<file path="src/rtl/link_partner.sv">
// Game Boy link-port partner: shifts one byte each way as SCK slave or SCK master, MSB first.
// Latency: rx_byte/rx_valid 3 clk after the 8th slave SCK rise, or on the 8th master rise.
// Backpressure: none; start is ignored while busy and rx_valid is a one-cycle pulse.
module link_partner #(
    parameter int CLK_DIV = 64
) (
    input  logic       clk,
    input  logic       nreset,
    input  logic       sck_dir,
    input  logic       sck_in,
    input  logic       sout,
    output logic       sck_out,
    output logic       sin_out,
    input  logic [7:0] tx_byte,
    input  logic       tx_load,
    input  logic       start,
    output logic [7:0] rx_byte,
    output logic       rx_valid,
    output logic       busy
);

    localparam logic [7:0] DIV_LAST = 8'(CLK_DIV - 1);

    typedef enum logic [1:0] {
        IDLE   = 2'd0,
        SLAVE  = 2'd1,
        M_LOW  = 2'd2,
        M_HIGH = 2'd3
    } state_t;

    state_t     state, state_nxt;
    logic       sck_s1, sck_s2, sck_prev;
    logic       sout_s1, sout_s2;
    logic       sck_fall, sck_rise;
    logic [7:0] tx_buf, tx_buf_nxt;
    logic [7:0] tx_shift, tx_shift_nxt;
    logic [7:0] rx_shift, rx_shift_nxt, rx_shifted;
    logic [7:0] rx_byte_nxt;
    logic [7:0] div_cnt, div_cnt_nxt;
    logic [2:0] bit_cnt, bit_cnt_nxt;
    logic       sin_nxt, sck_out_nxt, rx_valid_nxt;

    assign sck_fall   = sck_prev & ~sck_s2;
    assign sck_rise   = ~sck_prev & sck_s2;
    assign rx_shifted = {rx_shift[6:0], sout_s2};
    assign busy       = (state != IDLE);

    always_comb begin
        state_nxt    = state;
        tx_buf_nxt   = tx_load ? tx_byte : tx_buf;
        tx_shift_nxt = tx_shift;
        rx_shift_nxt = rx_shift;
        rx_byte_nxt  = rx_byte;
        rx_valid_nxt = 1'b0;
        div_cnt_nxt  = div_cnt;
        bit_cnt_nxt  = bit_cnt;
        sin_nxt      = sin_out;

        case (state)
            IDLE: begin
                // A coincident tx_load is already reflected in tx_buf_nxt.
                if ((sck_dir && sck_fall) || (!sck_dir && start)) begin
                    state_nxt    = sck_dir ? SLAVE : M_LOW;
                    sin_nxt      = tx_buf_nxt[7];
                    tx_shift_nxt = {tx_buf_nxt[6:0], 1'b1};
                    bit_cnt_nxt  = 3'd0;
                    div_cnt_nxt  = 8'd0;
                end
            end
            SLAVE: begin
                if (!sck_dir) begin
                    state_nxt = IDLE;
                    sin_nxt   = 1'b1;
                end else if (sck_fall) begin
                    sin_nxt      = tx_shift[7];
                    tx_shift_nxt = {tx_shift[6:0], 1'b1};
                end else if (sck_rise) begin
                    rx_shift_nxt = rx_shifted;
                    bit_cnt_nxt  = bit_cnt + 3'd1;
                    if (bit_cnt == 3'd7) begin
                        rx_byte_nxt  = rx_shifted;
                        rx_valid_nxt = 1'b1;
                        state_nxt    = IDLE;
                        sin_nxt      = 1'b1;
                    end
                end
            end
            M_LOW: begin
                if (sck_dir) begin
                    state_nxt = IDLE;
                    sin_nxt   = 1'b1;
                end else if (div_cnt == DIV_LAST) begin
                    state_nxt    = M_HIGH;
                    div_cnt_nxt  = 8'd0;
                    rx_shift_nxt = rx_shifted;
                    bit_cnt_nxt  = bit_cnt + 3'd1;
                    if (bit_cnt == 3'd7) begin
                        rx_byte_nxt  = rx_shifted;
                        rx_valid_nxt = 1'b1;
                    end
                end else begin
                    div_cnt_nxt = div_cnt + 8'd1;
                end
            end
            M_HIGH: begin
                // bit_cnt has wrapped to 0 only after the 8th rising edge.
                if (sck_dir) begin
                    state_nxt = IDLE;
                    sin_nxt   = 1'b1;
                end else if (div_cnt == DIV_LAST) begin
                    div_cnt_nxt = 8'd0;
                    if (bit_cnt == 3'd0) begin
                        state_nxt = IDLE;
                        sin_nxt   = 1'b1;
                    end else begin
                        state_nxt    = M_LOW;
                        sin_nxt      = tx_shift[7];
                        tx_shift_nxt = {tx_shift[6:0], 1'b1};
                    end
                end else begin
                    div_cnt_nxt = div_cnt + 8'd1;
                end
            end
            default: begin
                state_nxt = IDLE;
                sin_nxt   = 1'b1;
            end
        endcase

        sck_out_nxt = (state_nxt != M_LOW);
    end

    always_ff @(posedge clk or negedge nreset) begin
        if (!nreset) begin
            state    <= IDLE;
            sck_s1   <= 1'b1;
            sck_s2   <= 1'b1;
            sck_prev <= 1'b1;
            sout_s1  <= 1'b1;
            sout_s2  <= 1'b1;
            tx_buf   <= 8'hFF;
            tx_shift <= 8'hFF;
            rx_shift <= 8'h00;
            rx_byte  <= 8'h00;
            rx_valid <= 1'b0;
            div_cnt  <= 8'd0;
            bit_cnt  <= 3'd0;
            sin_out  <= 1'b1;
            sck_out  <= 1'b1;
        end else begin
            state    <= state_nxt;
            sck_s1   <= sck_in;
            sck_s2   <= sck_s1;
            sck_prev <= sck_s2;
            sout_s1  <= sout;
            sout_s2  <= sout_s1;
            tx_buf   <= tx_buf_nxt;
            tx_shift <= tx_shift_nxt;
            rx_shift <= rx_shift_nxt;
            rx_byte  <= rx_byte_nxt;
            rx_valid <= rx_valid_nxt;
            div_cnt  <= div_cnt_nxt;
            bit_cnt  <= bit_cnt_nxt;
            sin_out  <= sin_nxt;
            sck_out  <= sck_out_nxt;
        end
    end

endmodule

</file>
<file path="config.mk">
export PLATFORM = sky130hd
export DESIGN_NAME = link_partner
export DESIGN_NICKNAME = d
export VERILOG_FILES = /design/src/rtl/link_partner.sv
export SDC_FILE = /design/constraint.sdc
export NUM_CORES = 1
export LEC_CHECK = 0
export CORE_MARGIN = 2
export CORE_UTILIZATION = 56
export CTS_BUF_LIST = sky130_fd_sc_hd__clkbuf_16
export DETAILED_ROUTE_END_ITERATION = 7
export GPL_TIMING_DRIVEN = 0
export PLACE_DENSITY = 0.75
export SLEW_MARGIN = 15
export SYNTH_ARGS = -nofsm -noshare
export SYNTH_HDL_FRONTEND = slang
export SYNTH_SLANG_ARGS = --single-unit
</file>
<file path="constraint.sdc">
create_clock -name clk -period 2.6 [get_ports clk]
set_clock_uncertainty 0.05 [all_clocks]
set_input_delay 0.52 -clock clk [delete_from_list [all_inputs] [get_ports clk]]
set_output_delay 0.52 -clock clk [all_outputs]
set_load 0.01 [all_outputs]
</file>
### After elaboration in Yosys (flattened, before gate mapping)

Index checks and enable logic that the tools add are counted.

| word-level totals | value |
|---|---|
| register bits | 52 |
| input port bits | 15 |
| output and inout port bits | 12 |
| word-level logic and storage cells | 120 |

| operators by class | value |
|---|---|
| add/subtract/negate cells | 2 |
| equal/unequal tests | 21 |
| mux-type cells | 61 |
| bitwise gates (word level) | 4 |
| reductions and logical operators | 17 |

Operators by type and width:

| cell | count |
|---|---|
| $mux W8 | 16 |
| $mux W7 | 5 |
| $pmux W8 S2 | 2 |
| $ne A2 B2 Y1 const B | 13 |
| $pmux W8 S3 | 1 |
| $mux W2 | 11 |
| $mux W3 | 6 |
| $mux W1 | 15 |
| $pmux W7 S2 | 1 |
| $reduce_and A7 Y1 | 2 |
| $pmux W3 S3 | 1 |
| $add A8 B1 Y8 const B | 1 |
| $eq A8 B6 Y1 const B | 1 |
| $ne A4 B4 Y1 const B | 2 |
| $pmux W2 S4 | 1 |
| $reduce_and A6 Y1 | 1 |
| $reduce_bool A2 Y1 | 3 |
| $reduce_bool A3 Y1 | 2 |
| $reduce_and A5 Y1 | 1 |
| $eq A2 B2 Y1 const B | 2 |
| $pmux W1 S4 | 1 |
| $add A3 B1 Y3 const B | 1 |
| $eq A3 B3 Y1 const B | 1 |
| $logic_not A3 Y1 | 1 |
| other kinds (11) | 14 |

### Depth between registers and ports, before layout

Gate-level depths: netlist of the first run.

| depth | value |
|---|---|
| depth after elaboration | 7 |
| gate-level depth with buffers | 8 |

### Least setup slack after synthesis of the first run

Ideal clock, no wire load.

| timing | value |
|---|---|
| path type | reg2reg |
| start point | reg state[0] |
| end point | reg rx_byte[0] |
| arrival time | 1.835 ns |
| required time | 2.425 ns |
| slack | 0.591 ns |
| stages on the path, launching flop included | 7 |
| buffers on the path | 0 |
| cell sequence | dfrtp_1 -> inv_1 -> ha_1 -> and2b_1 -> nand3_4 -> o32ai_4 -> mux2_2 |

| on the way | value |
|---|---|
| word-level cells in the longest chain between the ends | 3 |
| elaborated cells between the ends (all ways) | 10 |

Ends and longest elaborated chain:

| element | RTL line | source |
|---|---|---|
| start: declaration | 31 | `state_t state, state_nxt;` |
| start signal: assignment | 151 | `state <= state_nxt;` |
| $eq A2 B2 Y1 / $eq A2 B1 Y1 (equally long branches) | 59 | `case (state)` |
| $ne A2 B2 Y1 (no line) / $reduce_bool A2 Y1 (equally long branches) | n/a |  |
| $reduce_and A6 Y1 (no line) | n/a |  |
| end signal: assignment | 160 | `rx_byte <= rx_byte_nxt;` |
| end: declaration | 17 | `output logic [7:0] rx_byte,` |

Several ways; a longest one is shown, not always the timed one.
A chain may end at the register's enable or synchronous reset.

### Worst setup path in the final report of the first run

| timing | value |
|---|---|
| start point | reg state[0] |
| end point | reg rx_byte[2] |

Same word-level chain as after synthesis.

==> results of run 1 <==
## sequential cells by signal (all words and copies together) (netlist names), 2 cells and up
register  count
div_cnt       8
rx_byte       8
tx_buf        8
rx_shift      7
tx_shift      7
bit_cnt       3
state         2
## logic make-up after synthesis
logic type,Yosys count,share of synthesized area
fa+ha+maj,10,0.0482
compound gates,34,0.0968
buf+inv,26,0.0448
flops,51,0.502
simple gates,58,0.138
mux,41,0.170
## layer usage
metal | vias up | share of wire | GRT usage
li1 | 860 | - | -
met1 | 833 | 0.45 | 0.243
met2 | 27 | 0.50 | 0.340
met3 | 7 | 0.036 | 0.0444
met4 | 0 | 0.012 | 0.0503
met5 | - | 0 | 0
## placed cells by master, fill, tap and decap left out, types with 8 or more instances in the layout
master and count:
inv_1 19, mux2_2 25, a21oi_1 9, ha_1 10, dfstp_2 22, nand3_1 8, clkdlybuf4s50_1 24, nand2_1 13
mux2i_1 16, dfrtp_1 29
## metrics by stage
step | setup TNS [ns] | setup slack (ns) | total power, uW | instances
4_1_cts | 0 | 0.205 | 2560 | 306
5_1_grt | 0 | 0.0851 | 2690 | 306
6_report | 0 | 0.233 | 2540 | 306
2_1_floorplan | 0 | 0.591 | 1670 | 220
3_5_place_dp | 0 | 0.121 | 1920 | 298
3_3_place_gp | -13.29 | -0.460 | 1900 | 297
## power breakdown
part | internal [uW] | switching (uW) | total (uW)
sequential | 991 | 86.1 | 1080
combinational | 381 | 449 | 829
clock | 355 | 279 | 633
total | 1730 | 814 | 2540
## final cells by class
cell class | instances | area, um2 | area share
Multi-Input combinational cell | 143 | 1180 | 0.383
Inverter | 19 | 71.3 | 0.0232
Clock inverter | 3 | 20.0 | 0.00651
Sequential cell | 51 | 1300 | 0.424
Tap cell | 52 | 65.1 | 0.0212
Buffer | 7 | 45.0 | 0.0147
Timing Repair Buffer | 26 | 265 | 0.0863
Clock buffer | 5 | 125 | 0.0407
## final timing paths
kind	depth (start not counted)	end	startpoint
worst max-delay path	6	rx_byte[2]	state[0]
worst min-delay path	1	div_cnt[4]	nreset
worst max register to register	6	rx_byte[2]	state[0]
worst min register to register	0	sck_s2	sck_s1
max in group asynchronous	2	sck_s2	nreset
min in group clk	0	sck_s2	sck_s1
==> flow_summary.json, run 1 <==
{
  "tritoncts.num_buffers": 5,
  "filler_cell_count": 348,
  "gr-usage-all-layers": 0.194,
  "timing.final.max_slew_violations": 0,
  "io-pin-count": 27,
  "ant_nets": 0,
  "synth_common_cells": "dfrtp_1, mux2_2, dfstp_2",
  "antenna_found_initial": 0,
  "worst_setup_path_end_kind": "register",
  "detailedRoute.firstIterationViolations": 82,
  "worstMarginPinSlew_ns": 0.628,
  "worst_hold_slack_across_all_endpoints_ns": 0.0866,
  "synthMostInstantiatedCell": "dfrtp_1",
  "layout-drive-gt1-share": 0.272,
  "max_slew_margin": 0.580,
  "criticalPathCategory": "register to register",
  "dpl-instance-area_mm2": 0.00293,
  "final_util": 0.696,
  "rsz_0062_raised_after_global_routing": "false",
  "critical_path_cell_with_the_highest_stage_delay": "o32ai_4",
  "hold_buffers": 0,
  "insertedDiodeCount": 0,
  "dp.final_hpwl_mm": 3.36,
  "seq_area_frac_synth": 0.502,
  "cts_resized": 0,
  "yosysTopAreaCell": "dfrtp_1",
  "cp_slowest_stage_delay_ns": 0.44,
  "via_per_inst": 5.64,
  "die_height_um": 72.1,
  "setup-violations-final": 0,
  "synth.yosys.warnings": 0,
  "total_power_per_unit_cell_area_mw_per_mm2": 827,
  "synth-edff-count": 0,
  "gp_congestion": 0.865,
  "data_arrival_time_of_the_worst_path_ns": 2.49,
  "route.detailed.wl_per_inst_um": 14.9,
  "final_count_of_hold_timing_violations": 0,
  "worstPathRequired_ns": 2.72,
  "worst_skew_pair.late_latency_ns": 0.29,
  "post_synth_instance_area_mm2": 0.00260,
  "grt_max_degree": 37,
  "postSynth.topFlopCell": "dfrtp_1",
  "dr_total_vias": 1727,
  "post_cts_setup_bufs": 0,
  "die_w_um": 72.1,
  "timing.fmax_mhz": 423,
  "dieArea_mm2": 0.00520,
  "path_delay_family": "compound AO/OA/AOI/OAI gates",
  "clk_pin_slew_ns": 0.07,
  "htree_levels": 2,
  "synth_seq_cells": 51,
  "detail_route.drc_violations": 0,
  "period_minus_slack_ns": 2.37,
  "cts_root_buffer": "clkbuf_16",
  "finish.instance_area_mm2": 0.00307,
  "worst_setup_path_start_kind": "register",
  "timing.critical_path.cells": "inv_1 -> ha_1 -> and2b_1 -> nand3_4 -> o32ai_4 -> mux2_2",
  "syn2layout_area_growth_pct": 18.3,
  "post-synth-top-area-fraction": 0.279,
  "async_reset_ff_frac": 1.00,
  "initial_core_util": 0.588,
  "clkSinkCount": 51,
  "first_global_vias": 1730,
  "row_count": 24,
  "routed_wirelength_mm": 4.55,
  "drt_first_pass_iters": 6,
  "max-vdd-ir-drop_uv": 544,
  "port_buffers": 25,
  "max-clock-path-buffers": 2,
  "leakagePower_uw": 0.00138,
  "cell_count_after_synthesis": 220,
  "worstPathMaxFanout": 8,
  "final.period_utilization": 0.910,
  "grt_remaining_overflow": 0,
  "rrSetupSlack_ns": 0.23,
  "hold_path_class": "input pin to asynchronous set/reset pin",
  "final_net_count": 278,
  "synth_area_per_cell_um2": 11.8,
  "synth_nets": 245,
  "max-cap-violations": 0,
  "status": "complete, no violations",
  "post_synth_main_area_contributors": "dfrtp_1, dfstp_2, mux2_2",
  "synth.distinct_cells": 45,
  "critical_path_buf_inv_count": 1,
  "cts_tree": "built",
  "core_region_area_mm2": 0.00441,
  "global_route_wire_length_before_repair_mm": 7.87
}
Power figures use the tool's default switching activity.
==> run 2: changes to the inputs <==
- CORE_MARGIN: 2 -> not set
==> flow_summary.json, run 2 (same netlist as run 1, synthesis figures left out) <==
{
  "max-clock-path-buffers": 2,
  "worst_setup_path_end_kind": "register",
  "syn2layout_area_growth_pct": 18.2,
  "filler_cell_count": 346,
  "cts_tree": "built",
  "max-vdd-ir-drop_uv": 573,
  "final_util": 0.696,
  "timing.final.max_slew_violations": 0,
  "insertedDiodeCount": 0,
  "layout-drive-gt1-share": 0.272,
  "place_ws_ns": 0.141,
  "final.period_utilization": 0.907,
  "criticalPathCategory": "register to register",
  "die_w_um": 70.1,
  "via_per_inst": 5.56,
  "switching_power_uw": 811,
  "ant_nets": 0,
  "rrSetupSlack_ns": 0.24,
  "total_power_per_unit_cell_area_mw_per_mm2": 826,
  "max_slew_margin": 0.575,
  "detailedRoute.firstIterationViolations": 111,
  "initial_core_util": 0.588,
  "routed_wirelength_mm": 4.55,
  "status": "complete, no violations",
  "clk_pin_slew_ns": 0.07,
  "die_height_um": 70.1,
  "cts_resized": 0,
  "dieArea_mm2": 0.00491,
  "global_route_wire_length_before_repair_mm": 7.68,
  "io-pin-count": 27,
  "final_critical_path_setup_slack_ns": 0.241,
  "dp.final_hpwl_mm": 3.27,
  "cp-startpoint": "state[0]",
  "gp_congestion": 0.841,
  "clkPwrFrac": 0.246,
  "worst_setup_path_start_kind": "register",
  "detail_route.drc_violations": 0,
  "tritoncts.num_buffers": 5,
  "finish.instance_area_mm2": 0.00307,
  "post_cts_setup_bufs": 0,
  "final_count_of_hold_timing_violations": 0,
  "row_count": 24,
  "leakagePower_uw": 0.00139,
  "rsz_0062_raised_after_global_routing": "false",
  "clkSinkCount": 51,
  "timing.fmax_mhz": 424,
  "worstMarginPinSlew_ns": 0.635,
  "multiInputGateArea_mm2": 0.00118,
  "layout_commonest_cell": "dfrtp_1",
  "worst_r2r_path_depth": 6,
  "p_int_uw": 1730,
  "route.detailed.wl_per_inst_um": 14.9,
  "drt_first_pass_iters": 4,
  "final_net_count": 278,
  "first_global_vias": 1640,
  "worst_skew_pair.late_latency_ns": 0.28,
  "dpl-instance-area_mm2": 0.00293,
  "gr-usage-all-layers": 0.198,
  "layout.area.seq_mm2": 0.00130,
  "share_seq_of_total_power": 0.424,
  "hold_buffers": 0,
  "crit-reg2reg-capture": "rx_byte[5]",
  "layout.cells.most_common_list": "dfrtp_1, mux2_2, clkdlybuf4s50_1",
  "reg.largest.list": "div_cnt (8), rx_byte (8), tx_buf (8)",
  "core_region_area_mm2": 0.00441,
  "worstPathRequired_ns": 2.72,
  "sw_frac_of_total": 0.320,
  "cts_root_buffer": "clkbuf_16",
  "period_minus_slack_ns": 2.36,
  "pwr-share-comb": 0.331,
  "grt_max_degree": 29,
  "worst_r2r_startpoint": "state[0]",
  "setup-violations-final": 0,
  "htree_levels": 2,
  "power_uw": 2540,
  "max-cap-violations": 0,
  "antenna_found_initial": 0,
  "grt_remaining_overflow": 0,
  "final.setup.tns_ns": 0,
  "data_arrival_time_of_the_worst_path_ns": 2.48,
  "port_buffers": 25,
  "worstPathMaxFanout": 8,
  "hold_path_class": "input pin to asynchronous set/reset pin",
  "dr_total_vias": 1701,
  "critPathCapture": "rx_byte[5]"
}
-- run 2: worst min-delay path by stage --
stage	endpoint	depth (start not counted)	slack, ns	from
detailed placement	sck_s2	0	0.30	sck_s1
floorplan	bit_cnt[0]	0	0.17	nreset
finish	state[0]	1	0.17	nreset
global route	state[1]	1	0.21	nreset
CTS	state[0]	1	0.18	nreset
global placement	sck_s2	0	0.30	sck_s1
-- run 2: power groups by stage --
stage / Sequential (uW) / Combinational, uW / Clock, uW
after detailed placement: 1090 / 832 / 0
final: 1080 / 838 / 623
after global placement: 1090 / 810 / 0
after CTS: 1070 / 837 / 641
after floorplan: 1070 / 595 / 0
after global routing: 1100 / 918 / 674
-- run 2: critical path, cell delays in order, from the launching register on --
cell and delay (ns):
dfrtp_1 0.42, inv_1 0.17, ha_1 0.38, and2b_1 0.28, nand3_4 0.11, o32ai_4 0.44
mux2_2 0.39
-- run 2: through the flow --
stage | std cells | hold WS (ns)
detailed placement | 298 | 0.297
finish | 306 | 0.167
CTS | 306 | 0.182
floorplan | 220 | 0.174
global placement | 297 | 0.296
global route | 306 | 0.213
-- run 2: cell type report --
class,instances,share of cell area
Inverter,19,0.0232
Clock inverter,3,0.00570
Sequential cell,51,0.425
Timing Repair Buffer,26,0.0864
Tap cell,52,0.0212
Clock buffer,5,0.0407
Multi-Input combinational cell,143,0.383
Buffer,7,0.0147
-- run 2: per-layer routing --
layer	share of wire	track usage	vias up
met5	0	0	-
met2	0.47	0.316	31
met1	0.48	0.268	814
li1	-	-	851
met4	0.011	0.0689	0
met3	0.038	0.0447	5
==> patch: new RTL, flow settings as in run 1 <==
Re-encode `state_t` (4 states) as one-hot, 4 bits wide.
--- a/src/rtl/link_partner.sv
+++ b/src/rtl/link_partner.sv
@@ -22,9 +22,9 @@
     localparam logic [7:0] DIV_LAST = 8'(CLK_DIV - 1);
 
-    typedef enum logic [1:0] {
-        IDLE   = 2'd0,
-        SLAVE  = 2'd1,
-        M_LOW  = 2'd2,
-        M_HIGH = 2'd3
+    typedef enum logic [3:0] {
+        IDLE   = 4'b0001,
+        SLAVE  = 4'b0010,
+        M_LOW  = 4'b0100,
+        M_HIGH = 4'b1000
     } state_t;
 
Check against the original RTL: no difference found for any inputs over 10 cycles, from zero or initial values and one cycle with nreset low; not proved beyond that.
==> patch against run 1 <==
- sequential cell count up 2
- critical path depth up 1
- synthesized area up 1.6%
- first-iteration DRC count up 95%
- worst setup slack worse by 0.051 ns
- global-route usage down 0.30 points
- power up 3.6%
- via count up 1.9%
- design area up 1.9%
- die area up 1.5%
- routed wire length up 1.4%
- hold slack better by 0.075 ns
- largest cell class unchanged
==> patch: results (changes against run 1) <==
GRT
  – Initial antenna violation count: 0 (unchanged)
  – Gr busiest metal: met2 (unchanged)
  – First-pass GRT wire length: 7.90 mm (was 7.87 mm)
  – Largest net degree at the start of global routing: 31 (was 37)
  – GRT Overall Usage: 19.1% (was 19.4%)
  – GRT met1 Usage: 25.6% (was 24.3%)
  – Met2 GRT Util: 31.0% (was 34.0%)
  – Vias in the first global route: 1746 (was 1730)
  – GR Layer Usage met3: 3.59% (was 4.44%)

Yosys
  – Post-synth top cells: dfrtp_1 (30), mux2_2 (26), dfstp_2 (23), nand2_1 (14), o21ai_0 (13) (was dfrtp_1 (29), mux2_2 (25), dfstp_2 (22), inv_1 (19), mux2i_1 (16))
  – FFs w/ async S/R, synth: 100% (unchanged)
  – Largest cells by area after synthesis: dfrtp_1 (28%), dfstp_2 (23%), mux2_2 (11%) (was dfrtp_1 (28%), dfstp_2 (22%), mux2_2 (11%))
  – Syn nets: 237 (was 245)
  – Yosys cell types: 50 (was 45)
  – Synth Warn #: 0 (unchanged)
  – Synth top area share: 28.4% (was 27.9%)
  – Post-synthesis sequential area ratio: 51.3% (was 50.2%)
  – Most frequent cell after synthesis: dfrtp_1 (unchanged)
  – Synthesized area per cell: 12.1 um2 (was 11.8 um2)

Power
  – Lkg Pwr: 1.37 nW (was 1.38 nW)
  – Worst VDD drop: 0.472 mV (was 0.544 mV)
  – Switch Pwr: 0.795 mW (was 0.814 mW)

Placed design
  – Placed Cells: 296 (was 298)
  – Final GP Congestion: 0.884 (was 0.865)
  – Hpwl dp: 3.26 mm (was 3.36 mm)
  – IO Port Bufs: 25 (unchanged)

Critical path
  – FF-to-FF setup slack: 0.18 ns (was 0.23 ns)
  – R2R Path Start: div_cnt[0] (was state[0])
  – Reg-to-Reg End: rx_byte[7] (was rx_byte[2])
  – Worst r2r path cells: 7 (was 6)
  – CP arrival: 2.54 ns (was 2.49 ns)
  – Crit-path max FO: 9 (was 8)
  – WS Path Type: reg2reg (unchanged)

Detailed routing
  – Post-DR wirelength/cell: 15.1 um (was 14.9 um)
  – WL final: 4.61 mm (was 4.55 mm)
  – Drt initial violations: 160 (was 82)
  – Vias: 1760 (was 1727)
  – Pre-antenna DRT Iters: 4 (was 6)

CTS
  – Number of CTS-inserted buffers: 5 (unchanged)
  – Later-pin clock latency in the skew report: 0.29 ns (about the same)
  – H-tree levels: 2 (unchanged)
  – Max Root-Sink Buffers: 2 (unchanged)
  – Clk root buf: clkbuf_16 (unchanged)
  – Clock-pin slew on the worst setup and hold paths: 0.07 ns (about the same)

Layout
  – Fillers: 333 (was 348)
  – Diodes inserted: 0 (unchanged)
  – Share of cells above drive strength 1: 35.0% (was 27.2%)
  – # nets final: 272 (was 278)
  – Top Registers: div_cnt (8), rx_byte (8), tx_buf (8) (unchanged)

Timing
  – Least-Margin Pin Slew: 0.783 ns (was 0.628 ns)
  – Max-slew violation count: 0 (unchanged)

Run status
  – Status: finished, final reports clean (unchanged)

Min path
  – Worst min-delay path class: in2async (unchanged)
[patch: changes by cell type in the layout (fill, tap and decap cells not counted), moves of 4 or more]
cell | before | now
a2bb2oi_2 | 0 | 7
nor2_1 | 6 | 10
o21ai_0 | 6 | 13
buf_4 | 0 | 4
nor2b_1 | 3 | 7
mux2i_1 | 16 | 1
ha_1 | 10 | 4
nand3_1 | 8 | 4
inv_1 | 19 | 6
nand4_1 | 4 | 0
o22ai_1 | 3 | 7
[patch: how the worst min path moves through the flow]
stage | cells after the start | from | slack [ns] | endpoint
after floorplan | 0 | nreset | 0.17 | bit_cnt[0]
final | 1 | nreset | 0.16 | state[2]
after global routing | 1 | nreset | 0.21 | state[2]
after global placement | 0 | sout_s1 | 0.30 | sout_s2
after CTS | 1 | nreset | 0.18 | state[2]
after detailed placement | 0 | sck_s1 | 0.30 | sck_s2
[patch: area by class of cell]
cell class | count | share of cell area (%)
flip-flops and latches | 53 | 43.3
multi-input cells | 147 | 37.3
repair buffers | 28 | 9.03
clock buffers | 5 | 4.00
plain buffers | 12 | 3.08
well taps | 52 | 2.08
inverters | 6 | 0.719
clock inverters | 3 | 0.560
[patch: per-stage QoR]
| step | instance area, um2 | setup WS (ns) |
|---|---|---|
| floorplan | 2640 | 0.588 |
| global placement | 2960 | -0.569 |
| detailed placement | 2970 | -0.0484 |
| CTS | 3120 | 0.0202 |
| global route | 3130 | 0.0473 |
| finish | 3130 | 0.182 |
[patch: repair_timing]
action                     in CTS  in global routing
resized for setup               0                  2
setup buffers                   1                  1
setup endpoints to repair       1                  1
hold buffers                    0                  0
[patch: power groups by stage]
stage | sequential, mW | combinational, mW | clock [mW]
after floorplan | 1.08 | 0.677 | 0
after global placement | 1.09 | 0.859 | 0
after detailed placement | 1.09 | 0.876 | 0
after CTS | 1.08 | 0.898 | 0.661
after global routing | 1.09 | 0.995 | 0.685
final | 1.08 | 0.911 | 0.644
[patch: routing by layer]
layer,up-vias,wire [um]
met3,4,152
met1,853,2220
met5,-,0
met4,0,53
met2,41,2190
li1,862,-
[patch: cells by family after synthesis]
family	Yosys count	share of synthesized area [%]
fa+ha+maj	4	1.90
compound gates	47	14.3
mux	28	11.9
xor+xnor	2	0.664
flops	53	51.3
simple gates	66	15.4
buf+inv	18	4.50
[patch: worst max-delay path, cell delays in order, from the launching register on]
cell and delay, ns:
dfrtp_1 0.39, ha_1 0.20, nand3_2 0.13, nor4_1 0.68, a32o_1 0.23, buf_4 0.19
nand2_4 0.11, mux2_1 0.32
